--- config.mk ---
export PLATFORM = sky130hd
export DESIGN_NAME = gray_counter_gen
export DESIGN_NICKNAME = d
export VERILOG_FILES = /design/src/rtl/gray_pkg.sv /design/src/rtl/gray_encode.sv /design/src/rtl/gray_counter_gen.sv
export SDC_FILE = /design/constraint.sdc
export NUM_CORES = 1
export LEC_CHECK = 0
export BUFFER_PORTS_ARGS = -buffer_cell sky130_fd_sc_hd__buf_2
export CORE_AREA = 4 4 41 43
export DETAILED_ROUTE_END_ITERATION = 6
export DIE_AREA = 0 0 45 47
export GPL_TIMING_DRIVEN = 0
export PLACE_DENSITY = 0.45
export SYNTH_ARGS = -nofsm -noshare
export SYNTH_HDL_FRONTEND = slang
export SYNTH_SLANG_ARGS = --single-unit
--- constraint.sdc ---
create_clock -name Clk -period 2.05 [get_ports Clk]
set_clock_uncertainty 0.1 [all_clocks]
set_input_delay 0.3075 -clock Clk [delete_from_list [all_inputs] [get_ports Clk]]
set_output_delay 0.3075 -clock Clk [all_outputs]
set_load 0.1 [all_outputs]
--- src/rtl/gray_pkg.sv ---
// Shared Gray-code helpers and width limits for the Gray counter family.
// Conversions operate on WIDTH_MAX-bit vectors; callers cast to their own width.
package gray_pkg;

  localparam int WIDTH_MIN = 2;
  localparam int WIDTH_MAX = 16;

  function automatic logic [WIDTH_MAX-1:0] bin2gray(input logic [WIDTH_MAX-1:0] b);
    return b ^ (b >> 1);
  endfunction

  // Each binary bit is the XOR of all Gray bits at and above it.
  function automatic logic [WIDTH_MAX-1:0] gray2bin(input logic [WIDTH_MAX-1:0] g);
    logic [WIDTH_MAX-1:0] b;
    b[WIDTH_MAX-1] = g[WIDTH_MAX-1];
    for (int i = WIDTH_MAX - 2; i >= 0; i--) begin
      b[i] = b[i+1] ^ g[i];
    end
    return b;
  endfunction

endpackage

--- src/rtl/gray_encode.sv ---
// Combinational binary-to-Gray encoder of configurable width.
module gray_encode
  import gray_pkg::*;
#(
  parameter int WIDTH = 3
) (
  input  logic [WIDTH-1:0] bin_i,
  output logic [WIDTH-1:0] gray_o
);

  assign gray_o = WIDTH'(bin2gray(WIDTH_MAX'(bin_i)));

endmodule

--- src/rtl/gray_counter_gen.sv ---
// Up/down Gray counter with load, sticky wrap flag and registered Gray output.
// Define GRAY_SATURATE_EN to hold at the limits instead of wrapping.
module gray_counter_gen
  import gray_pkg::*;
#(
  parameter int WIDTH     = 3,
  parameter int RESET_VAL = 0
) (
  input  logic             Clk,
  input  logic             Reset,
  input  logic             En,
  input  logic             Dir,
  input  logic             Load,
  input  logic [WIDTH-1:0] LoadVal,
  input  logic             OvfClr,
  output logic [WIDTH-1:0] Output,
  output logic             Overflow
);

  if (WIDTH < WIDTH_MIN || WIDTH > WIDTH_MAX) begin : g_bad_width
    $error("gray_counter_gen: WIDTH out of legal range");
  end

`ifdef GRAY_SATURATE_EN
  localparam bit SATURATE = 1'b1;
`else
  localparam bit SATURATE = 1'b0;
`endif

  localparam logic [WIDTH-1:0] BIN_RST  = WIDTH'(RESET_VAL);
  localparam logic [WIDTH-1:0] GRAY_RST = WIDTH'(bin2gray(WIDTH_MAX'(RESET_VAL)));
  localparam logic [WIDTH-1:0] BIN_MAX  = {WIDTH{1'b1}};
  localparam logic [WIDTH-1:0] BIN_ONE  = WIDTH'(1);

  logic [WIDTH-1:0] bin_q, bin_d;
  logic [WIDTH-1:0] gray_q, gray_d;
  logic             ovf_q, ovf_d;
  logic             limit_hit;

  always_comb begin
    bin_d     = bin_q;
    limit_hit = 1'b0;
    if (Load) begin
      bin_d = LoadVal;
    end else if (En) begin
      if (Dir) begin
        limit_hit = (bin_q == BIN_MAX);
        bin_d     = (limit_hit && SATURATE) ? bin_q : bin_q + BIN_ONE;
      end else begin
        limit_hit = (bin_q == '0);
        bin_d     = (limit_hit && SATURATE) ? bin_q : bin_q - BIN_ONE;
      end
    end
    // A wrap on the same edge as a clear wins, so the event is never lost.
    ovf_d = limit_hit | (ovf_q & ~OvfClr);
  end

  gray_encode #(.WIDTH(WIDTH)) u_encode (
    .bin_i  (bin_d),
    .gray_o (gray_d)
  );

  always_ff @(posedge Clk or posedge Reset) begin
    if (Reset) begin
      bin_q  <= BIN_RST;
      gray_q <= GRAY_RST;
      ovf_q  <= 1'b0;
    end else begin
      bin_q  <= bin_d;
      gray_q <= gray_d;
      ovf_q  <= ovf_d;
    end
  end

  assign Output   = gray_q;
  assign Overflow = ovf_q;

endmodule
==> Yosys cells after proc, flatten, opt, wreduce, memory -nomap -nowiden <==
Cells that the tools add are included.
{ "word_totals": {"regBits": 7, "elab_cells": 17, "output_inout_bits": 4, "input_bits": 9} }
{ "op_classes": {"reduce_logical": 1, "mux": 6, "n_addsub": 2, "n_eq_ne": 1, "bitwise_logic": 4} }
{ "op_table": {"columns": ["cell", "count"], "rows": [
  ["2-to-1 mux 3 bit", 3],
  ["adder 3 x 1 -> 3 bit, second input constant", 1],
  ["== test 3 bit, second input constant", 1],
  ["zero test 3 bit", 1],
  ["2-to-1 mux 1 bit", 3],
  ["subtractor 3 x 1 -> 3 bit, second input constant", 1],
  ["XOR 3 x 2 -> 3 bit", 1],
  ["bitwise AND 1 bit", 1],
  ["inverter 1 bit", 1],
  ["OR 1 bit", 1]
]} }

==> Longest topological paths before layout <==
Gate-level depths: netlist (run 1).
{ "logic_depth": {"ltp_word": 5, "depth_mapped": 6, "ltp_nobuf": 6} }

==> Cells and area by module <==
Synthesis (run 1) repeated with hierarchy kept, for this count alone.
{ "hier_totals": {"cells_unflattened": 30, "hier_area_um2": 330.3} }
{ "by_module_without_submodules": {"columns": ["module", "seq_area_each_um2", "area_each_um2", "cells_each", "instances"], "rows": [
  ["gray_counter_gen", 175.2, 305.3, 27, 1],
  ["gray_encode", 0.0, 25.0, 3, 1]
]} }

==> Worst setup path after synthesis (run 1) <==
No wires, ideal clock.
{ "synth_path": {"path_type": "reg2reg", "from": "register bin_q[0]", "to": "register gray_q[1], in the netlist Output[1]", "period_less_slack_ns": 1.817, "arrival_time_ns": 1.585, "required_time_ns": 1.819, "setup_time_ns": 0.131, "path_buffers": 0, "path_stages_with_launch": 6, "path_slack_ns": 0.233, "path_cell_list": "dfrtp_1 fa_1 xor2_1 or4b_1 nand3_2 xnor2_1"} }
{ "synth_between": {"elab_chain_cells": 5, "elab_cells_between_ends": 6, "classes_between": "add/sub (2); mux (3); bitwise (1)"} }
{ "synth_lines": {"columns": ["element", "line", "source"], "rows": [
  ["from (decl)", "gray_counter_gen.sv:35", "logic [WIDTH-1:0] bin_q, bin_d;"],
  ["from (signal assigned)", "gray_counter_gen.sv:69", "bin_q <= bin_d;"],
  ["subtractor 3 x 1 -> 3 bit or adder 3 x 1 -> 3 bit (tied branches)", "gray_counter_gen.sv:51, gray_counter_gen.sv:48", null],
  ["2-to-1 mux 3 bit (*)", "gray_counter_gen.sv:46", "if (Dir) begin"],
  ["2-to-1 mux 3 bit (*)", "gray_counter_gen.sv:45", "end else if (En) begin"],
  ["2-to-1 mux 3 bit (*)", "gray_counter_gen.sv:43", "if (Load) begin"],
  ["net bin_d[2]", "gray_counter_gen.sv:35", null],
  ["XOR 3 x 2 -> 3 bit (*)", "gray_pkg.sv:9", "return b ^ (b >> 1);"],
  ["net gray_d[1]", "gray_counter_gen.sv:36", "logic [WIDTH-1:0] gray_q, gray_d;"],
  ["to (signal assigned)", "gray_counter_gen.sv:70", "gray_q <= gray_d;"],
  ["to (decl)", "gray_counter_gen.sv:36", null]
]} }
Mark *: on every way through the listed nets, which the timed path passes. The rest lies on a longest branch.

==> Worst setup path in the final report (run 1) <==
Same ends and word-level chain as after synthesis.

==> impl_metrics.json, run 1 <==
{
  "status": "finished, final reports clean",
  "required_ns": 2.06,
  "dp.cells": 57,
  "antenna_found_initial": 0,
  "synth_fp_nets": 40,
  "die_y_um": 47,
  "utilization_pct": 33.3,
  "h-tree-depth": 1,
  "drt_iter0_drc": 2,
  "ys_ff_latch": 6,
  "grt_max_degree": 10,
  "grt_pass1_wl_um": 1150,
  "netlist-cell-type-count": 17,
  "syn_area_per_cell_um2": 10.7,
  "period_needed_ns": 1.88,
  "initial_core_util_pct": 24.7,
  "grt-ovfl-total": 0,
  "insertion_delay_ns": 0.24,
  "synth-main-ff-cell": "dfrtp_1",
  "viasPerCell": 4.30,
  "cts.sinks": 6,
  "cts_root_buf": "clkbuf_4",
  "synth.most_common_cell": "dfrtp_1",
  "power.density_nw_per_um2": 1110,
  "cts_buffers": 3,
  "core_um2": 1300,
  "startpoint_type": "register",
  "placed_cell_area_um2": 400,
  "p_leak_nw": 0.215,
  "detail_route.wl_per_cell_um": 10.2,
  "diodes": 0,
  "synth_edf_count": 0,
  "seqCellArea_um2": 150,
  "finalSetupTns_ns": 0,
  "syn_area_um2": 322,
  "netlist_top_cells_area": "dfrtp_1 47%, xnor2_1 8.2%, fa_1 6.2%",
  "critPathArrivalTime_ns": 1.89,
  "fin_ws_ns": 0.169,
  "dp_hpwl_um": 532,
  "drv_cap": 0,
  "design_area_um2": 433,
  "multi_input_area_um2": 149,
  "cts_setup_buffers": 0,
  "tightestPinTransition_ns": 0.485,
  "synthToLayoutAreaGrowth_pct": 34.6,
  "met3_usage_pct": 1.92,
  "gp_congestion": 0.673,
  "fp-row-count": 13,
  "track_usage_pct": 7.80,
  "final_max_slew_viol_count": 0,
  "slew_headroom_pct": 67.9,
  "drc_errors": 0,
  "io_pins": 13,
  "synth.top_cell.area_share_pct": 46.7,
  "hold_buffers": 1,
  "dieArea_um2": 2120,
  "crit_fanout": 4,
  "peakVddDrop_mv": 0.395,
  "antenna_left": 0,
  "dr.pass1.iters": 4,
  "layout_worst_path_cycle_share_pct": 91.8,
  "routed_wirelength_um": 620,
  "cts_buffer_depth": 2,
  "path_class": "reg -> reg",
  "async_flop_share_pct": 100,
  "hold_viol_final": 0,
  "final_layout_size_suffix_gt1_share_pct": 37.0,
  "nFillCells": 148,
  "fmax_mhz": 532,
  "yosys.area.top_type": "dfrtp_1",
  "synth-seq-area-share_pct": 46.7,
  "io_buffers": 12,
  "via_count": 262,
  "grt_pass1_vias": 290,
  "grt_use_met1_pct": 8.12,
  "worstHoldPathType": "in -> reg",
  "clkTransAtPathRegs_ns": 0.04,
  "rsz0062_at_grt": "no",
  "place_ws_ns": 0.0903,
  "syn-instance-count": 30,
  "post_cts_resize_count": 0,
  "top_usage_layer": "met2",
  "cts_tree": "built",
  "ys.warnings.count": 0,
  "setup_viol": 0,
  "synth_commonest_cells": "6 x dfrtp_1, 4 x inv_1, 3 x xnor2_1",
  "die_w_um": 45,
  "final_cells": 61,
  "crit_path_end_kind": "register",
  "nets": 58,
  "gr-usage-met2_pct": 12.1
}
==> through the flow <==
stage | hold WS (ns) | total power, mW
after floorplan | -0.00154 | 0.338
after global placement | 0.120 | 0.376
after detailed placement | 0.123 | 0.380
after CTS | 0.154 | 0.491
after global routing | 0.177 | 0.505
final | 0.158 | 0.481
==> layer usage <==
metal | vias up | routed length [um]
li1 | 134 | -
met1 | 119 | 266
met2 | 9 | 299
met3 | 0 | 54
met4 | 0 | 0
met5 | - | 0
==> logic make-up after synthesis <==
family | after synthesis | synth area share, %
AO/OA/AOI/OAI | 5 | 9.73
AND/OR/NAND/NOR | 8 | 16.3
flip-flops | 6 | 46.7
buffers and inverters | 5 | 7.00
multiplexers | 1 | 3.11
XOR/XNOR | 4 | 10.9
adder cells (fa/ha/maj) | 1 | 6.23
==> flip-flops by register name, indices dropped and copies added (netlist names) <==
name / count
Overflow: 1
Output: 2
bin_q: 3
==> cell usage in the layout (no fill, tap or decap), types with 2 or more instances in the layout <==
cell type   n
xnor2_1     3
buf_2      12
dfrtp_1     6
inv_1       4
nand3b_1    2
nor2_1      2
clkbuf_4    3
o21ai_0     2
==> final cells by class <==
class | count | area share (%)
buffer | 1 | 1.73
clock buffer | 3 | 5.20
inverter | 4 | 3.47
multi-input combinational | 19 | 34.4
sequential | 6 | 34.7
tap | 15 | 4.34
timing repair buffer | 13 | 16.2
==> power by group <==
part           switching [mW]  leakage, nW  internal, mW
Clock                  0.0375       0.0138        0.0659
Combinational           0.170        0.128        0.0493
Sequential             0.0166       0.0730         0.142
==> final timing paths <==
| kind | cells past startpoint | end | start | slack (ns) |
|---|---|---|---|---|
| worst min register to register | 2 | Overflow$_DFF_PP0_ | Overflow$_DFF_PP0_ | 0.44 |
| worst max register to register | 5 | Output[1]$_DFF_PP0_ | bin_q[0]$_DFF_PP0_ | 0.17 |
| min in group asynchronous | 3 | bin_q[2]$_DFF_PP0_ | Reset | 0.41 |
| worst max-delay path | 5 | Output[1]$_DFF_PP0_ | bin_q[0]$_DFF_PP0_ | 0.17 |
| worst min-delay path | 2 | Overflow$_DFF_PP0_ | OvfClr | 0.16 |
| max in group asynchronous | 3 | Output[0]$_DFF_PP0_ | Reset | 1.26 |
==> critical path: stages (launching register included) <==
cell     delay (ns)
dfrtp_1        0.42
fa_1           0.42
xor2_1         0.16
or4b_1         0.49
nand3_2        0.11
xnor2_1        0.06
Power figures use the tool's default switching activity.
==> run 2, diff against run 1 <==
RECOVER_POWER = 50   (was unset)
SYNTH_HIERARCHICAL = 1   (was unset)
==> run 2 against run 1 <==
  * Non-clock buffer count did not move
  * First-iteration DRC count rose by 100%
  * Sequential power rose by 10%
  * Clock power rose by 26%
  * Sequential share of layout area rose by 3.4 points
  * Via count rose by 3.8%
  * Core utilization rose by 2.1 points
  * Register-to-register slack got worse by 0.07 ns
  * Largest power group unchanged
  * Synthesized cell count did not move
==> impl_metrics.json, run 2 <==
{
  "cts_buffers": 3,
  "dp.cells": 57,
  "initial_core_util_pct": 25.4,
  "tightestPinTransition_ns": 0.487,
  "seqCellArea_um2": 175,
  "clkTransAtPathRegs_ns": 0.06,
  "final_max_slew_viol_count": 0,
  "core_um2": 1300,
  "worstHoldPathType": "in -> reg",
  "rsz0062_at_grt": "no",
  "worstPathCellList": "fa_1 -> xor2_1 -> or3_1 -> a31oi_4 -> xor2_1",
  "final_cells": 62,
  "cts.sinks": 7,
  "synth-main-ff-cell": "dfrtp_1",
  "dp_hpwl_um": 512,
  "most-common-layout-cells": "12 x buf_2, 7 x dfrtp_1, 4 x inv_1",
  "io_buffers": 12,
  "hp-start": "OvfClr",
  "gp_congestion": 0.690,
  "ys.warnings.count": 6,
  "multi_input_area_um2": 144,
  "critPathSlowestCell": "dfrtp_1",
  "power.density_nw_per_um2": 1100,
  "dieArea_um2": 2120,
  "viasPerCell": 4.39,
  "netlist_top_cells_area": "dfrtp_1 53%, xor2_1 8.0%, fa_1 6.1%",
  "period_needed_ns": 1.95,
  "track_usage_pct": 7.18,
  "slew_headroom_pct": 67.8,
  "synth.top_cell.area_share_pct": 53.0,
  "cts_tree": "built",
  "grt_pass1_wl_um": 1040,
  "r2r_start": "bin_q[0]$_DFF_PP0_",
  "drv_cap": 0,
  "crit_family": "flip-flops",
  "mostFrequentLayoutCell": "buf_2",
  "ys_ff_latch": 7,
  "final_layout_size_suffix_gt1_share_pct": 38.3,
  "die_y_um": 47,
  "cp_num_cells": 5,
  "utilization_pct": 35.4,
  "syn_area_per_cell_um2": 11.0,
  "synth_fp_nets": 40,
  "required_ns": 2.12,
  "routed_wirelength_um": 718,
  "startpoint_type": "register",
  "setup_viol": 0,
  "layout_worst_path_cycle_share_pct": 95.2,
  "r2r_cells": 5,
  "cts_root_buf": "clkbuf_4",
  "fmax_mhz": 512,
  "synth-seq-area-share_pct": 53.0,
  "holdPathStages": 3,
  "hold_viol_final": 0,
  "crit_path_frequent_cell": "xor2_1",
  "nets": 58,
  "insertion_delay_ns": 0.25,
  "nFillCells": 140,
  "drt_iter0_drc": 4,
  "dr.pass1.iters": 3,
  "status": "finished, final reports clean",
  "syn_area_um2": 330,
  "antenna_left": 0,
  "die_w_um": 45,
  "synth.most_common_cell": "dfrtp_1",
  "crit_path_end_kind": "register",
  "detail_route.wl_per_cell_um": 11.6,
  "power.total_uw": 506,
  "drc_errors": 0,
  "async_flop_share_pct": 100,
  "crit_fanout": 4,
  "h-tree-depth": 1,
  "grt_pass1_vias": 259,
  "synth_commonest_cells": "7 x dfrtp_1, 4 x inv_1, 3 x o21ai_0, 3 x xor2_1, 2 x nand2_1",
  "critPathBufInv": 0,
  "worst_path_largest_cell_delay_ns": 0.43,
  "path_class": "reg -> reg",
  "grt-ovfl-total": 0,
  "synthToLayoutAreaGrowth_pct": 39.4,
  "whs_endpoint": "Overflow$_DFF_PP0_",
  "netlist-cell-type-count": 16,
  "via_count": 272,
  "grt_max_degree": 8,
  "cts_buffer_depth": 2,
  "io_pins": 13,
  "p_leak_nw": 0.230,
  "synth_edf_count": 0,
  "fp-row-count": 13,
  "yosys.area.top_type": "dfrtp_1",
  "r2r_slack_ns": 0.1,
  "syn-instance-count": 30,
  "diodes": 0,
  "reg2reg_to": "Output[1]$_DFF_PP0_",
  "critPathArrivalTime_ns": 2.02,
  "peakVddDrop_mv": 0.316,
  "antenna_found_initial": 0
}
==> run 2: metal layers <==
metal / wire (um) / share of wire [%] / GRT usage [%]
met1: 299 / 42 / 8.67
met5: 0 / 0 / 0
met4: 18 / 2.5 / 7.02
met2: 351 / 49 / 9.89
met3: 49 / 6.8 / 2.30
==> run 2: report_power, final <==
group,internal [mW],switching [mW],leakage [nW]
logic,0.0445,0.157,0.131
registers,0.161,0.0130,0.0838
clock network,0.0746,0.0558,0.0150
total,0.280,0.226,0.230
==> run 2: worst reg2reg max path: stages (launching register included) <==
cell and delay, ns:
dfrtp_1 0.43, fa_1 0.42, xor2_1 0.16, or3_1 0.36
a31oi_4 0.23, xor2_1 0.17
==> run 2: final cells by class <==
type	count	share of cell area [%]
flip-flops and latches	7	38.0
multi-input cells	17	31.2
well taps	15	4.08
clock buffers	4	5.71
plain buffers	1	1.63
inverters	5	4.08
repair buffers	13	15.2
==> run 2: how the worst max path moves through the flow <==
| stage | from | endpoint | slack [ns] |
|---|---|---|---|
| floorplan | bin_q[0]$_DFF_PP0_ | Output[1]$_DFF_PP0_ | 0.21 |
| global placement | Dir | Output[1]$_DFF_PP0_ | 0.01 |
| detailed placement | Dir | Output[1]$_DFF_PP0_ | -0.003 |
| CTS | bin_q[0]$_DFF_PP0_ | Output[1]$_DFF_PP0_ | 0.05 |
| global route | bin_q[0]$_DFF_PP0_ | Output[1]$_DFF_PP0_ | 0.01 |
| finish | bin_q[0]$_DFF_PP0_ | Output[1]$_DFF_PP0_ | 0.1 |
==> run 2: what timing repair did <==
action                                  4_1_cts  5_1_grt
hold buffers                                  1        0
endpoints found under the setup margin        0        2
gates resized for setup                       0        2
hold endpoints to repair                      7        0
setup buffers                                 0        0
==> run 2: kinds of logic after synthesis <==
logic type	synth area share [%]
buf+inv	7.95
mux	3.03
simple gates	7.20
fa+ha+maj	6.06
flops	53.0
compound gates	12.1
xor+xnor	10.6
==> run 2: metrics by stage <==
stage                     setup TNS (ns)  worst slack (ns)  cell area [um2]  hold slack (ns)
after detailed placement        -0.00256          -0.00256              409            0.148
after floorplan                        0             0.212              330           0.0109
final                                  0            0.0978              460            0.240
after global routing                   0            0.0121              460            0.252
after global placement                 0            0.0102              409            0.142
after CTS                              0            0.0524              445            0.241
